### src/rtl/xbus_timer.sv
// xbus_timer: xbus slave s2 timer with prescaler, compare match, auto-reload and level interrupt.
// Reads are a combinational mux of register state; writes commit on the next rising edge.
module xbus_timer #(
    parameter int          PSC_W   = 16,
    parameter logic [31:0] CNT_RST = 32'h0000_0000
) (
    input  logic        clk,
    input  logic        rst_n,
    input  logic [31:0] addr_i,
    input  logic [31:0] data_i,
    output logic [31:0] data_o,
    input  logic        we_i,
    output logic        int_o
);
    logic             r_en, r_int_en, r_pend, r_auto;
    logic [31:0]      r_count, r_cmp;
    logic [PSC_W-1:0] r_psc, r_psc_cnt;
    logic             w_sel, w_wr_ctrl, w_wr_count, w_wr_cmp, w_wr_psc;
    logic             w_tick, w_match, w_unused;

    assign w_unused   = ^{addr_i[31:28], addr_i[1:0]};
    assign w_sel      = addr_i[27:4] == 24'd0;
    assign w_wr_ctrl  = we_i & w_sel & (addr_i[3:2] == 2'd0);
    assign w_wr_count = we_i & w_sel & (addr_i[3:2] == 2'd1);
    assign w_wr_cmp   = we_i & w_sel & (addr_i[3:2] == 2'd2);
    assign w_wr_psc   = we_i & w_sel & (addr_i[3:2] == 2'd3);
    assign w_tick     = r_en & (r_psc_cnt == r_psc);
    // match is taken on the pre-write COUNT so a colliding software write cannot mask it
    assign w_match    = w_tick & (r_count == r_cmp);
    assign int_o      = r_pend & r_int_en;

    assign data_o = !w_sel                ? 32'd0 :
                    addr_i[3:2] == 2'd0   ? {28'd0, r_auto, r_pend, r_int_en, r_en} :
                    addr_i[3:2] == 2'd1   ? r_count :
                    addr_i[3:2] == 2'd2   ? r_cmp : 32'(r_psc);

    always_ff @(posedge clk or negedge rst_n) begin
        if (!rst_n) begin
            r_en      <= 1'b0;
            r_int_en  <= 1'b0;
            r_pend    <= 1'b0;
            r_auto    <= 1'b0;
            r_count   <= CNT_RST;
            r_cmp     <= 32'hFFFF_FFFF;
            r_psc     <= '0;
            r_psc_cnt <= '0;
        end else begin
            if (w_wr_ctrl) {r_auto, r_int_en, r_en} <= {data_i[3], data_i[1], data_i[0]};
            if (w_match) r_pend <= 1'b1;
            else if (w_wr_ctrl && data_i[2]) r_pend <= 1'b0;
            if (w_wr_count) r_count <= data_i;
            else if (w_tick) r_count <= (w_match && r_auto) ? 32'd0 : r_count + 32'd1;
            if (w_wr_cmp) r_cmp <= data_i;
            if (w_wr_psc) r_psc <= data_i[PSC_W-1:0];
            r_psc_cnt <= (w_wr_psc || !r_en || w_tick) ? '0 : r_psc_cnt + PSC_W'(1);
        end
    end
endmodule

### config.mk
export PLATFORM = sky130hd
export DESIGN_NAME = xbus_timer
export DESIGN_NICKNAME = d
export VERILOG_FILES = /design/src/rtl/xbus_timer.sv
export SDC_FILE = /design/constraint.sdc
export NUM_CORES = 1
export LEC_CHECK = 0
export BUFFER_PORTS_ARGS = -buffer_cell sky130_fd_sc_hd__buf_2
export CAP_MARGIN = 20
export CELL_PAD_IN_SITES_DETAIL_PLACEMENT = 2
export CELL_PAD_IN_SITES_GLOBAL_PLACEMENT = 2
export CORE_UTILIZATION = 32
export DETAILED_ROUTE_END_ITERATION = 6
export PLACE_DENSITY = 0.8
export SYNTH_ARGS = -nofsm -noshare
export SYNTH_HDL_FRONTEND = slang
export SYNTH_SLANG_ARGS = --single-unit
### constraint.sdc
create_clock -name clk -period 2.4 [get_ports clk]
set_clock_uncertainty 0.15 [all_clocks]
set_input_delay 0.48 -clock clk [delete_from_list [all_inputs] [get_ports clk]]
set_output_delay 0.48 -clock clk [all_outputs]
set_load 0.02 [all_outputs]
==> results.py <==
metrics = {
    "clock_tree": {
        "clock_sinks": 100,
        "cts_made_buffers": 9,
        "ctsHtreeMaxLevel": 3,
        "cts_tree": "done",
        "root_buffer": "clkbuf_16",
        "cts_buffer_depth": 2,
        "path_clk_slew_ps": 80,
        "clock_latency_ps": 390,
    },
    "global_route": {
        "grt_pass1_vias": 7774,
        "grt.overflow.total": 0,
        "grt_first_pass_wirelength_mm": 50.7,
        "antenna_found_initial": 3,
        "grt_max_degree": 50,
        "grt_use_total_pct": 34.3,
    },
    "logic_synthesis": {
        "ys_seq_area_share_pct": 40.1,
        "syn-cell-area_mm2": 0.00634,
        "synth_cells": 672,
        "ys_ff_latch": 100,
        "ys_warn_count": 0,
        "async_reset_ff_share_pct": 100,
        "ys_types": 53,
        "avgSynthCellArea_um2": 9.44,
        "syn-num-nets": 741,
        "synth_edf_count": 0,
        "synthFlopType": "dfrtp_1",
    },
    "pwr": {
        "power.total_mw": 3.78,
        "peakVddDrop_mv": 0.587,
        "p_per_area_mw_per_mm2": 375,
        "clockPowerShare_pct": 48.5,
        "p_leak_nw": 4.30,
        "p_switching_mw": 0.959,
        "p_seq_share_pct": 44.6,
        "cell_internal_pwr_mw": 2.82,
        "combinationalPowerShare_pct": 7.0,
        "swShare_pct": 25.4,
    },
    "placement": {
        "hpwl_mm": 19.9,
        "dpl_worst_slack_ps": -371,
        "placed_cell_area_mm2": 0.00811,
        "io_buffers": 93,
        "gp_congestion": 0.859,
        "place_inst": 1093,
    },
    "detailed_routing": {
        "ant_nets": 0,
        "avgViaCountPerCell": 6.29,
        "avgRoutedWirePerCell_um": 33.9,
        "wl_mm": 39.2,
        "drt_first_iter_violations": 609,
        "drtPass1Iterations": 5,
        "drcViolationCount": 0,
        "num_vias": 7266,
    },
    "worst_setup_path": {
        "r2r_end": "r_count[4]$_DFFE_PN0P_",
        "start_kind": "flip-flop",
        "crit_slowest_cell": "dfstp_2",
        "r2r_cells": 9,
        "crit_chain": "xnor2_1 -> nand4_1 -> nor4_4 -> buf_4 -> buf_4 -> buf_12 -> a31oi_1 -> o21ai_2 -> a31oi_2",
        "critPathMaxFanout": 16,
        "critPathCaptureType": "flip-flop",
        "r2r-start": "r_cmp[22]$_DFFE_PN1P_",
        "crit_family": "simple AND/OR/NAND/NOR gates",
        "arrival_ps": 2990,
        "crit_top_cell": "buf_4",
        "worstSetupPathType": "reg2reg",
        "path_buf_inv": 3,
        "r2r_slack_ps": -530,
        "critPathLaunch": "r_cmp[22]$_DFFE_PN1P_",
        "worstPathRequired_ps": 2460,
        "slowest_delay_ps": 560,
    },
    "floorplan": {
        "die_area_mm2": 0.0204,
        "die_y_um": 143,
        "io_pins": 100,
        "core_mm2": 0.0195,
        "die_w_um": 143,
        "rows": 51,
        "initial_utilization_pct": 32.6,
    },
    "final_layout": {
        "final_net_count": 953,
        "final_common_cell": "buf_4",
        "syn2layout_area_growth_pct": 59.0,
        "final_cell_mix": "115 x buf_4, 65 x dfrtp_1, 64 x buf_6, 58 x nor2_1, 58 x mux2_2",
        "fin_util_pct": 51.8,
        "final_cells": 1156,
        "drive_above_1_share_pct": 56.0,
        "fin_area_mm2": 0.0101,
    },
    "worst_hold_path": {
        "hold_depth": 2,
        "holdCritStartpoint": "data_i[25]",
        "holdPathEnd": "r_cmp[25]$_DFFE_PN1P_",
        "hold_class": "in2reg",
    },
    "status": {
        "violations": "negative setup slack",
        "status": "finished, violations left",
    },
    "timing": {
        "period_share_pct": 122,
        "finalSetupViolCount": 84,
        "fmax_ghz": 0.342,
        "setup_ws_ps": -527,
        "holdWs_ps": 199,
        "fin_crit_ps": 2930,
        "setup_tns_ps": -19720,
        "drv_slew": 0,
        "rsz0062_at_grt": "true",
        "hold_viol_final": 0,
        "tightest_slew_ps": 594,
        "slew_headroom_pct": 60.2,
    },
    "flow_run": {
        "cap_violations": 0,
    },
}
[cell usage after synthesis (4+ instances only)]
library cell	number	share of area, %
and4_1	6	0.83
a21oi_1	17	1.3
xnor2_1	42	5.8
a2bb2oi_1	6	0.83
and3_1	14	1.4
clkbuf_1	42	2.5
or4_1	9	1.1
a22oi_1	28	3.3
nand2_1	33	2.0
a31oi_1	40	3.9
nor2_1	88	5.2
mux4_2	4	1.4
buf_2	7	0.55
dfrtp_1	68	27
inv_1	10	0.59
a221oi_1	4	0.55
nor4_1	12	1.2
nand4_1	21	2.1
nand4b_1	8	1.1
o21ai_0	16	1.3
nand3_1	21	1.7
dfstp_2	32	13
mux2_2	63	11
and2_1	7	0.69
nor3_1	12	0.95
or2_2	4	0.39
xor2_1	20	2.8
[layer usage]
layer	track usage, %	vias to the layer above	routed length, um
met3	6.84	193	2540
met5	0.501	-	13
met4	19.2	2	2890
met2	61.0	406	19300
met1	38.2	3769	14500
li1	-	2896	-
[layout make-up]
| type | count | area (um2) |
|---|---|---|
| multi-input cells | 510 | 4540 |
| diodes | 2 | 5.00 |
| repair buffers | 253 | 2280 |
| well taps | 265 | 332 |
| clock inverters | 7 | 128 |
| inverters | 10 | 37.5 |
| flip-flops and latches | 100 | 2550 |
| clock buffers | 9 | 225 |
| fillers | 1921 | 9370 |
[state kept, by name (all words and copies together) (netlist names)]
register and count:
r_cmp 32, r_psc 16, r_en 1, r_count 32, r_pend 1, r_psc_cnt 16, r_int_en 1, r_auto 1
[power by group through the flow]
stage	registers, mW	clock network (mW)	logic (mW)
floorplan	1.72	0	0.0681
global placement	1.72	0	0.205
detailed placement	1.72	0	0.217
CTS	1.69	1.81	0.242
global route	1.69	1.87	0.274
finish	1.69	1.83	0.263
[worst max path at each step]
stage               cells after the start  slack (ps)                       to
finish                                  9        -530   r_count[4]$_DFFE_PN0P_
CTS                                     6        -210  r_count[19]$_DFFE_PN0P_
floorplan                               9        0.02  r_count[19]$_DFFE_PN0P_
global placement                        7        -110               data_o[31]
detailed placement                      7        -370  r_count[21]$_DFFE_PN0P_
global route                            9        -590  r_count[16]$_DFFE_PN0P_
[logic make-up (layout without fill, tap and decap cells)]
group | count (synthesis) | in the layout | synth area share (%)
other | 0 | 2 | 0
flip-flops | 100 | 100 | 40.1
AO/OA/AOI/OAI | 123 | 123 | 12.9
multiplexers | 67 | 67 | 12.6
AND/OR/NAND/NOR | 255 | 256 | 21.5
adder cells (fa/ha/maj) | 2 | 2 | 0.394
XOR/XNOR | 62 | 62 | 8.56
buffers and inverters | 63 | 279 | 3.98
[repair_timing]
| action | CTS | global route |
|---|---|---|
| buffers inserted | 22 | 22 |
| gates resized for setup | 175 | 90 |
| endpoints found under the setup margin | 79 | 97 |
| pin swaps | 42 | 40 |
| gates cloned | 5 | 3 |
| hold buffers | 1 | 0 |
| hold endpoints to repair | 21 | 0 |
No activity file was read; power rests on OpenSTA's default activity.
